$ cat src/rtl/i2c_target_regs.sv
// ============================================================================
// Module      : i2c_target_regs
// Description : I2C target with a byte-wide register file, pointer
//               auto-increment and repeated START / STOP handling.
// Revision    : 1.0 - initial release
// ============================================================================
`default_nettype none

module i2c_target_regs #(
  parameter logic [6:0] DEV_ADDR    = 7'h50,
  parameter int         ADDR_W      = 4,
  parameter int         SYNC_STAGES = 2
) (
  input  logic                       clk,
  input  logic                       rst,
  input  logic                       scl_i,
  input  logic                       sda_i,
  output logic                       sda_o,
  output logic                       sda_t,
  output logic [8*(2**ADDR_W)-1:0]   regs_o,
  output logic                       wr_stb,
  output logic [ADDR_W-1:0]          wr_addr,
  output logic [7:0]                 wr_data,
  output logic                       busy,
  output logic                       stop_det
);

  localparam int NUM_REGS = 2**ADDR_W;
  localparam logic [ADDR_W-1:0] PTR_ONE = 1;

  typedef enum logic [3:0] {
    ST_IDLE, ST_DADDR, ST_MADDR, ST_WDATA, ST_ACK, ST_RDATA, ST_RACK, ST_WAIT
  } state_t;

  logic [SYNC_STAGES-1:0]     scl_sync_q, scl_sync_d, sda_sync_q, sda_sync_d;
  logic                       scl_hist_q, scl_hist_d, sda_hist_q, sda_hist_d;
  state_t                     state_q, state_d, ack_to_q, ack_to_d;
  logic                       ack_ph_q, ack_ph_d;
  logic [2:0]                 cnt_q, cnt_d;
  logic [7:0]                 shift_q, shift_d;
  logic [ADDR_W-1:0]          ptr_q, ptr_d;
  logic [NUM_REGS-1:0][7:0]   regs_q, regs_d;
  logic                       sda_t_q, sda_t_d, busy_q, busy_d;
  logic                       stop_det_q, stop_det_d, wr_stb_q, wr_stb_d;
  logic [ADDR_W-1:0]          wr_addr_q, wr_addr_d;
  logic [7:0]                 wr_data_q, wr_data_d;

  logic       scl_s, sda_s, scl_re, scl_fe, start_c, stop_c;
  logic [7:0] rx_byte;

  assign scl_s   = scl_sync_q[SYNC_STAGES-1];
  assign sda_s   = sda_sync_q[SYNC_STAGES-1];
  assign scl_re  = scl_s & ~scl_hist_q;
  assign scl_fe  = ~scl_s & scl_hist_q;
  assign start_c = scl_s & sda_hist_q & ~sda_s;
  assign stop_c  = scl_s & ~sda_hist_q & sda_s;
  assign rx_byte = {shift_q[6:0], sda_s};

  always_comb begin
    scl_sync_d = {scl_sync_q[SYNC_STAGES-2:0], scl_i};
    sda_sync_d = {sda_sync_q[SYNC_STAGES-2:0], sda_i};
    scl_hist_d = scl_s;
    sda_hist_d = sda_s;
    state_d    = state_q;
    ack_to_d   = ack_to_q;
    ack_ph_d   = ack_ph_q;
    cnt_d      = cnt_q;
    shift_d    = shift_q;
    ptr_d      = ptr_q;
    regs_d     = regs_q;
    sda_t_d    = sda_t_q;
    busy_d     = busy_q;
    stop_det_d = 1'b0;
    wr_stb_d   = 1'b0;
    wr_addr_d  = wr_addr_q;
    wr_data_d  = wr_data_q;

    // Bus conditions override any SCL-edge activity in the same cycle.
    if (stop_c) begin
      state_d    = ST_IDLE;
      cnt_d      = 3'd0;
      sda_t_d    = 1'b1;
      busy_d     = 1'b0;
      stop_det_d = 1'b1;
    end else if (start_c) begin
      state_d = ST_DADDR;
      cnt_d   = 3'd0;
      sda_t_d = 1'b1;
      busy_d  = 1'b1;
    end else begin
      case (state_q)
        ST_DADDR, ST_MADDR, ST_WDATA: begin
          if (scl_re) begin
            shift_d = rx_byte;
            cnt_d   = cnt_q + 3'd1;
            if (cnt_q == 3'd7) begin
              state_d  = ST_ACK;
              ack_ph_d = 1'b0;
              ack_to_d = ST_WDATA;
              if (state_q == ST_DADDR) begin
                if (rx_byte[7:1] == DEV_ADDR)
                  ack_to_d = rx_byte[0] ? ST_RDATA : ST_MADDR;
                else
                  state_d = ST_IDLE;
              end else if (state_q == ST_MADDR) begin
                ptr_d = rx_byte[ADDR_W-1:0];
              end else begin
                regs_d[ptr_q] = rx_byte;
                wr_stb_d      = 1'b1;
                wr_addr_d     = ptr_q;
                wr_data_d     = rx_byte;
                ptr_d         = ptr_q + PTR_ONE;
              end
            end
          end
        end
        ST_ACK: begin
          // Phase 0 waits for the end of bit 8; phase 1 holds ACK through bit 9.
          if (scl_fe) begin
            if (!ack_ph_q) begin
              sda_t_d  = 1'b0;
              ack_ph_d = 1'b1;
            end else begin
              state_d = ack_to_q;
              cnt_d   = 3'd0;
              sda_t_d = 1'b1;
              if (ack_to_q == ST_RDATA) begin
                shift_d = regs_q[ptr_q];
                sda_t_d = regs_q[ptr_q][7];
              end
            end
          end
        end
        ST_RDATA: begin
          if (scl_fe) begin
            cnt_d = cnt_q + 3'd1;
            if (cnt_q == 3'd7) begin
              sda_t_d  = 1'b1;
              state_d  = ST_RACK;
              ack_ph_d = 1'b0;
            end else begin
              shift_d = {shift_q[6:0], shift_q[7]};
              sda_t_d = shift_q[6];
            end
          end
        end
        ST_RACK: begin
          if (scl_re) begin
            ptr_d = ptr_q + PTR_ONE;
            if (sda_s) state_d = ST_WAIT;
            else       ack_ph_d = 1'b1;
          end else if (scl_fe && ack_ph_q) begin
            state_d = ST_RDATA;
            cnt_d   = 3'd0;
            shift_d = regs_q[ptr_q];
            sda_t_d = regs_q[ptr_q][7];
          end
        end
        default: ;
      endcase
    end
  end

  always_ff @(posedge clk) begin
    if (!rst) begin
      scl_sync_q <= '1;
      sda_sync_q <= '1;
      scl_hist_q <= 1'b1;
      sda_hist_q <= 1'b1;
      state_q    <= ST_IDLE;
      ack_to_q   <= ST_IDLE;
      ack_ph_q   <= 1'b0;
      cnt_q      <= 3'd0;
      shift_q    <= 8'd0;
      ptr_q      <= '0;
      regs_q     <= '0;
      sda_t_q    <= 1'b1;
      busy_q     <= 1'b0;
      stop_det_q <= 1'b0;
      wr_stb_q   <= 1'b0;
      wr_addr_q  <= '0;
      wr_data_q  <= 8'd0;
    end else begin
      scl_sync_q <= scl_sync_d;
      sda_sync_q <= sda_sync_d;
      scl_hist_q <= scl_hist_d;
      sda_hist_q <= sda_hist_d;
      state_q    <= state_d;
      ack_to_q   <= ack_to_d;
      ack_ph_q   <= ack_ph_d;
      cnt_q      <= cnt_d;
      shift_q    <= shift_d;
      ptr_q      <= ptr_d;
      regs_q     <= regs_d;
      sda_t_q    <= sda_t_d;
      busy_q     <= busy_d;
      stop_det_q <= stop_det_d;
      wr_stb_q   <= wr_stb_d;
      wr_addr_q  <= wr_addr_d;
      wr_data_q  <= wr_data_d;
    end
  end

  assign sda_o    = 1'b0;
  assign sda_t    = sda_t_q;
  assign regs_o   = regs_q;
  assign wr_stb   = wr_stb_q;
  assign wr_addr  = wr_addr_q;
  assign wr_data  = wr_data_q;
  assign busy     = busy_q;
  assign stop_det = stop_det_q;

endmodule

`default_nettype wire

$ cat config.mk
export PLATFORM = sky130hd
export DESIGN_NAME = i2c_target_regs
export DESIGN_NICKNAME = d
export VERILOG_FILES = /design/src/rtl/i2c_target_regs.sv
export SDC_FILE = /design/constraint.sdc
export NUM_CORES = 1
export LEC_CHECK = 0
export ABC_AREA = 1
export CAP_MARGIN = 20
export CORE_ASPECT_RATIO = 0.6
export CORE_MARGIN = 1
export CORE_UTILIZATION = 53
export CTS_CLUSTER_SIZE = 8
export DETAILED_ROUTE_END_ITERATION = 8
export PLACE_DENSITY = 0.91
export RECOVER_POWER = 25
export SLEW_MARGIN = 20
export SYNTH_ARGS = -nofsm -noshare
export SYNTH_HDL_FRONTEND = slang
export SYNTH_SLANG_ARGS = --single-unit
$ cat constraint.sdc
create_clock -name clk -period 2.41 [get_ports clk]
set_input_delay 0.241 -clock clk [delete_from_list [all_inputs] [get_ports clk]]
set_output_delay 0.241 -clock clk [all_outputs]
set_load 0.1 [all_outputs]
==> results of run 1 <==
-- cells in the mapped netlist, drive strengths merged --
cell    instances  area [um2]
nor2           33         223
conb            1        3.75
xor2            1        8.76
o22ai           1        6.26
inv           182         688
or2             4        25.0
a211oi          3        22.5
o211a           2        20.0
buf            34         270
nand4           2        12.5
o21ai         198        1030
nand3          32         175
nand2         190         860
a22oi           1        7.51
ha              6        75.1
o211ai         22         165
o21a            2        15.0
nor3            1        10.0
clkbuf         42         158
a41oi           1        8.76
a21oi         198        1030
dfxtp         172        3440
-- how the worst min path moves through the flow --
stage | to | cells past startpoint | start
floorplan | scl_sync_q[0] | 1 | scl_i
global placement | sda_sync_q[1] | 1 | sda_sync_q[0]
detailed placement | sda_sync_q[1] | 1 | sda_sync_q[0]
CTS | ack_to_q[2] | 4 | rst
global route | stop_det | 4 | rst
finish | ack_to_q[2] | 4 | rst
-- layer usage --
layer	vias up	global-route usage, %
met5	-	0
met1	3656	46.5
met3	36	6.61
met4	0	8.34
li1	3898	-
met2	537	43.8
-- flip-flops by register name, indices dropped and copies added, names as in the netlist --
register    flops
ack_to_q        3
ptr_q           4
ack_ph_q        1
stop_det        1
scl_sync_q      2
busy            1
sda_hist_q      1
state_q         3
wr_data         8
scl_hist_q      1
shift_q         8
wr_addr         4
regs_o        128
cnt_q           3
sda_sync_q      2
wr_stb          1
sda_t           1
-- worst max-delay path, cell delays in order, from the launching register on --
cell and delay (ps):
dfxtp_1 510, inv_1 160, nand3_2 210, nand2_1 110
inv_2 110, nand2_8 120, nor2_8 200, nand2_4 160
o21ai_0 310, a21oi_1 90
-- layout make-up --
| type | instances | area share, % |
|---|---|---|
| Inverter | 182 | 7.13 |
| Tap cell | 198 | 2.57 |
| Sequential cell | 172 | 35.7 |
| Clock buffer | 19 | 4.59 |
| Multi-Input combinational cell | 698 | 38.3 |
| Timing Repair Buffer | 167 | 10.3 |
| Clock inverter | 12 | 1.41 |
-- power by group through the flow --
stage	logic [mW]	clock network, mW	registers [mW]
2_1_floorplan	1.19	0	3.07
3_3_place_gp	1.70	0	3.03
3_5_place_dp	1.71	0	3.04
4_1_cts	1.73	2.76	2.97
5_1_grt	1.93	2.91	2.98
6_report	1.79	2.77	2.97
-- cells by family (layout without fill, tap and decap cells) --
logic type / after synthesis / after routing / share of synthesized area, %
AO/OA/AOI/OAI: 428 / 428 / 28.0
XOR/XNOR: 1 / 1 / 0.106
adder cells (fa/ha/maj): 6 / 6 / 0.909
buffers and inverters: 258 / 380 / 13.5
flip-flops: 172 / 172 / 41.7
other: 1 / 1 / 0.0454
AND/OR/NAND/NOR: 262 / 262 / 15.8
-- metrics by stage --
step           cells  util, %
3_5_place_dp    1417     63.0
3_3_place_gp    1417     63.0
5_1_grt         1448     65.0
6_report        1448     65.0
2_1_floorplan   1128        -
4_1_cts         1448     66.9
==> Flow_metrics.wiki, run 1 <==
{| class="wikitable"
! Metric !! Value
|-
| Max Clock Skew || 8.09 ps
|-
| Final layout net count || 1248
|-
| Routed length on met2 || 10.2 mm
|-
| Sum of met3 wire segment lengths after detailed routing || 3.14 mm
|-
| Number of synthesized register bits || 172
|-
| Area of combinational cells with multiple inputs || 3700 um2
|-
| Mapped Cells || 1128
|-
| Clock latency on the worst-skew pair || 430 ps
|-
| Launch point of the critical path || state_q[2]
|-
| Switching power of the nets || 2.59 mW
|-
| Critical Path End || regs_o[113]
|-
| Data arrival, critical path || 2430 ps
|-
| Endpoint type of the worst setup path || flip-flop
|-
| Leading cell type in the layout, fill and taps excluded || a21oi_1
|-
| Residual antenna-violating net count after detailed routing || 0
|-
| Final setup violation count || 0
|-
| Number of buffers added by the clock tree synthesis step || 17
|-
| Time the final worst path needs with I/O delays and setup || 2110 ps
|-
| Finished layout cell area || 9650 um2
|-
| Placer Congestion || 1.02
|-
| Number of buffers on the longest clock path || 2
|-
| Relative max-transition margin || 5.62%
|-
| Final slew viol count || 0
|-
| Net count of the mapped netlist || 1138
|-
| Status || complete, no violations
|-
| Antenna Cells || 0
|-
| Areal power density over the cells || 780 nW/um2
|-
| Fraction of the cycle the final worst path needs || 87.7%
|-
| Full die area || 16100 um2
|-
| Most used cells in the layout excluding fill and tap cells || a21oi_1 (187), inv_1 (176), nand2_1 (171), dfxtp_1 (171), o21ai_0 (166)
|-
| Count of cell types in the netlist || 37
|-
| Average detailed-routed wire length per instance || 17.0 um
|-
| Number of clock sinks || 172
|-
| Post-Route WL || 24.7 mm
|-
| PortBufs || 147
|-
| Effective utilization at floorplan || 55.6%
|-
| Ratio of cells with drive above 1 in the final layout || 15.0%
|-
| Fraction of power spent switching nets || 34.3%
|-
| Netlist area before placement || 8260 um2
|-
| Flip-flop and latch area || 3440 um2
|-
| Die Y-Extent || 98.7 um
|-
| Data required time at the worst endpoint || 2720 ps
|-
| Vias || 8127
|-
| Global-route wire length before repair || 38.5 mm
|-
| Max VDD drop || 0.449 mV
|-
| Number of DRC markers in iteration 0 || 1348
|-
| Leakage power || 4.14 nW
|-
| Setup slack, reg-to-reg || 300 ps
|-
| Post_cts resized || 0
|-
| Post-cts hold buffer count || 0
|-
| Max Cap Violations || 0
|-
| Via count of the first global-routing pass || 7129
|-
| Number of warnings reported in the yosys synthesis log || 0
|-
| Clock-pin transition on the worst setup and hold timing paths || 70 ps
|-
| Path type of the worst min-delay path || in2reg
|-
| Final worst-path setup slack || 296 ps
|-
| # Post-CTS Setup Buffers || 0
|-
| Clock tree from TritonCTS || built
|-
| Fraction of the yosys area taken by sequential cells || 41.7%
|-
| Largest net degree at the start of global routing || 146
|-
| Overall routing resource usage || 30.9%
|-
| Path depth of the worst reg2reg path || 9
|-
| Master cell of the clock root buffer || clkbuf_16
|-
| Fin. Hold Viols || 0
|-
| Number of filler instances in the final layout || 1264
|-
| Placement Setup Slack || 484 ps
|-
| Highest fanout seen on the critical path || 16
|-
| Total I/O pin count || 149
|-
| Design internal power || 4.94 mW
|-
| Placeable Area || 14800 um2
|-
| Mean area per synthesized cell || 7.32 um2
|-
| Accumulated negative setup slack || 0 ps
|-
| Min Hold Slack || 316 ps
|-
| Remaining Overflow, GRT || 0
|-
| Power Total || 7.53 mW
|-
| RSZ-0062 raised after global routing || no
|-
| Number of levels the H-tree was split into || 4
|-
| Measured slew at the worst slew-check pin || 1420 ps
|-
| Number of vias per cell || 5.61
|-
| Detailed Routing Iterations Pass 1 || 7
|-
| Reg-to-reg endpoint || regs_o[113]
|-
| Wire length on met1 || 10.9 mm
|-
| Chip Width || 163 um
|-
| Sequential cell fraction of total power || 39.5%
|-
| Area growth syn-to-layout || 16.9%
|-
| Antenna violations before repair || 0
|-
| Post-detailed-placement cell area || 9350 um2
|-
| Share of total power in the clock network || 36.8%
|-
| Topmost layer with routed signal wires || met4
|-
| Startpoint of the most critical register-to-register path || state_q[2]
|-
| Number of DRC violations after detailed routing || 0
|-
| Classification of the worst setup path || reg2reg
|-
| Logic gate share of total power || 23.7%
|-
| CP Launch Type || flip-flop
|-
| Post-detail-place hpwl || 16.8 mm
|-
| Placement row count || 34
|-
| Fmax || 473 MHz
|}
No activity file was read; power rests on OpenSTA's default activity.
==> run 2: changes to the inputs <==
--- a/config.mk
+++ b/config.mk
@@ -14,6 +14,7 @@
 export DETAILED_ROUTE_END_ITERATION = 8
 export PLACE_DENSITY = 0.91
 export RECOVER_POWER = 25
+export REMOVE_ABC_BUFFERS = 1
 export SLEW_MARGIN = 20
 export SYNTH_ARGS = -nofsm -noshare
 export SYNTH_HDL_FRONTEND = slang
==> run 2 against run 1 <==
Hold slack gained 21 ps. Die area is the same. Clock power grew 5%. Final area grew 0.96%. Non-clock buffer count grew 4. Fmax grew 3.2%. Total power grew 2.0%. Clock skew grew 2.0 ps.
==> Flow_metrics.wiki, run 2 (same netlist as run 1, synthesis figures left out) <==
{| class="wikitable"
! Metric !! Value
|-
| Data required time at the worst endpoint || 2720 ps (about the same)
|-
| Switching power of the nets || 2.60 mW (+0.40%)
|-
| Share of total power in the clock network || 38.0% (+1.2 points)
|-
| Full die area || 16100 um2 (unchanged)
|-
| Final layout net count || 1252 (+0.32%)
|-
| Leading cell type in the layout, fill and taps excluded || a21oi_1
|-
| Number of filler instances in the final layout || 1284 (+1.6%)
|-
| Max VDD drop || 0.437 mV (-2.7%)
|-
| Remaining Overflow, GRT || 0 (unchanged)
|-
| RSZ-0062 raised after global routing || no
|-
| Post-Route WL || 25.1 mm (+1.9%)
|-
| Placed insts || 1421 (+0.28%)
|-
| Master cell of the clock root buffer || clkbuf_16
|-
| Power Total || 7.68 mW (+2.0%)
|-
| # Post-CTS Setup Buffers || 0 (unchanged)
|-
| Clock latency on the worst-skew pair || 430 ps (about the same)
|-
| Number of buffers added by the clock tree synthesis step || 17 (unchanged)
|-
| Logic gate share of total power || 23.1% (-0.6 points)
|-
| Path type of the worst min-delay path || in2reg
|-
| Via count of the first global-routing pass || 7422 (+4.1%)
|-
| Classification of the worst setup path || reg2reg
|-
| Number of DRC markers in iteration 0 || 1171 (-13%)
|-
| Final setup violation count || 0 (unchanged)
|-
| PortBufs || 147 (unchanged)
|-
| Highest fanout seen on the critical path || 16 (unchanged)
|-
| Average detailed-routed wire length per instance || 17.3 um (+1.6%)
|-
| Number of levels the H-tree was split into || 4 (unchanged)
|-
| Time the final worst path needs with I/O delays and setup || 2050 ps (-65.5 ps)
|-
| Die Y-Extent || 98.7 um (unchanged)
|-
| Number of flip-flops under the largest register name || 128 (unchanged)
|-
| Final slew viol count || 0 (unchanged)
|-
| Fin. Hold Viols || 0 (unchanged)
|-
| Placer Congestion || 0.966 (-5.0%)
|-
| Placement row count || 34 (unchanged)
|-
| Number of DRC violations after detailed routing || 0 (unchanged)
|-
| Most used cells in the layout excluding fill and tap cells || a21oi_1 (187), inv_1 (176), nand2_1 (171), dfxtp_1 (171), o21ai_0 (166)
|-
| Fmax || 488 MHz (+3.2%)
|-
| Finished layout cell area || 9750 um2 (+0.96%)
|-
| Effective utilization at floorplan || 55.6% (unchanged)
|-
| Status || complete, no violations
|-
| Fraction of power spent switching nets || 33.8% (-0.54 points)
|-
| Largest net degree at the start of global routing || 84 (-42%)
|-
| Data arrival, critical path || 2360 ps (-70 ps)
|-
| Endpoint type of the worst setup path || flip-flop
|-
| Number of vias per cell || 5.64 (+0.53%)
|-
| Overall routing resource usage || 31.3% (+0.47 points)
|-
| Area growth syn-to-layout || 18.0%
|-
| Antenna Cells || 0 (unchanged)
|-
| Final non-filler cell total || 1453 (+0.35%)
|-
| Fraction of the cycle the final worst path needs || 85.0% (-2.7 points)
|-
| Areal power density over the cells || 788 nW/um2 (+1.0%)
|-
| Accumulated negative setup slack || 0 ps (unchanged)
|-
| Number of buffers on the longest clock path || 2 (unchanged)
|-
| Post_cts resized || 0 (unchanged)
|-
| Vias || 8198 (+0.87%)
|-
| Placeable Area || 14800 um2 (unchanged)
|-
| Measured slew at the worst slew-check pin || 1190 ps (-227 ps)
|-
| Clock-pin transition on the worst setup and hold timing paths || 70 ps (about the same)
|-
| Antenna violations before repair || 0 (unchanged)
|-
| Number of clock sinks || 172 (unchanged)
|-
| Clock tree from TritonCTS || built
|-
| Sequential cell fraction of total power || 38.8% (-0.7 points)
|-
| Post-detail-place hpwl || 17.4 mm (+3.6%)
|-
| Relative max-transition margin || 21.1% (+15 points)
|-
| Leakage power || 4.18 nW (+1.0%)
|-
| Total I/O pin count || 149 (unchanged)
|-
| Max Cap Violations || 0 (unchanged)
|-
| Post-cts hold buffer count || 0 (unchanged)
|-
| Chip Width || 163 um (unchanged)
|-
| Global-route wire length before repair || 38.9 mm (+1.2%)
|-
| Residual antenna-violating net count after detailed routing || 0 (unchanged)
|-
| Post-layout utilization of the core || 65.6% (+0.62 points)
|-
| Ratio of cells with drive above 1 in the final layout || 15.3% (+0.26 points)
|-
| Max Clock Skew || 10.1 ps (+1.98 ps)
|-
| Detailed Routing Iterations Pass 1 || 6 (-1)
|-
| Design internal power || 5.08 mW (+2.9%)
|-
| CP Launch Type || flip-flop
|-
| Post-detailed-placement cell area || 9400 um2 (+0.45%)
|}
[run 2: layout make-up]
cell class | count | area, um2 | share of cell area [%]
multi-input combinational | 698 | 3700 | 38.0
sequential | 172 | 3440 | 35.3
timing repair buffer | 171 | 1040 | 10.7
inverter | 182 | 688 | 7.06
clock buffer | 18 | 439 | 4.51
tap | 198 | 248 | 2.54
clock inverter | 14 | 185 | 1.90
[run 2: power by group through the flow]
stage | Combinational, mW | Clock [mW] | Sequential (mW)
finish | 1.78 | 2.92 | 2.98
global route | 1.93 | 3.05 | 2.99
CTS | 1.73 | 2.93 | 2.98
detailed placement | 1.71 | 0 | 3.05
global placement | 1.68 | 0 | 3.04
floorplan | 0.921 | 0 | 3.24
[run 2: critical path, cell delays in order, from the launching register on]
cell	delay [ps]
dfxtp_1	360
ha_1	150
ha_1	210
nand3_2	180
nor2_8	180
nand2_8	130
nor2_8	180
nand2_4	160
o21ai_0	260
a21oi_1	90
[run 2: path summary, 6_finish.rpt]
check                                    from            end  slack [ps]  depth (start not counted)
worst max-delay path                 cnt_q[0]    regs_o[112]         360                          9
worst min-delay path                      rst     sda_hist_q         340                          2
worst max register to register       cnt_q[0]    regs_o[112]         360                          9
worst min register to register  sda_sync_q[0]  sda_sync_q[1]         410                          1
[run 2: metal layers]
metal | track usage [%] | up-vias | wire, um
met2 | 44.6 | 545 | 10400
met4 | 9.49 | 0 | 354
met3 | 9.26 | 35 | 3640
met1 | 45.3 | 3713 | 10700
li1 | - | 3905 | -
met5 | 0 | - | 0
[run 2: stage by stage]
stage / setup slack (ps) / hold WS (ps)
floorplan: -1340 / 310
global placement: 548 / 394
detailed placement: 489 / 398
CTS: 423 / 90.5
global route: 266 / 369
finish: 361 / 337
==> run 3: changes to the inputs <==
--- a/config.mk
+++ b/config.mk
@@ -6,7 +6,7 @@
 export NUM_CORES = 1
 export LEC_CHECK = 0
 export ABC_AREA = 1
-export CAP_MARGIN = 20
+export CAP_MARGIN = 10
 export CORE_ASPECT_RATIO = 0.6
 export CORE_MARGIN = 1
 export CORE_UTILIZATION = 53
==> results of run 3 <==
No change in the layout: final DEF, timing and power equal those of run 2.
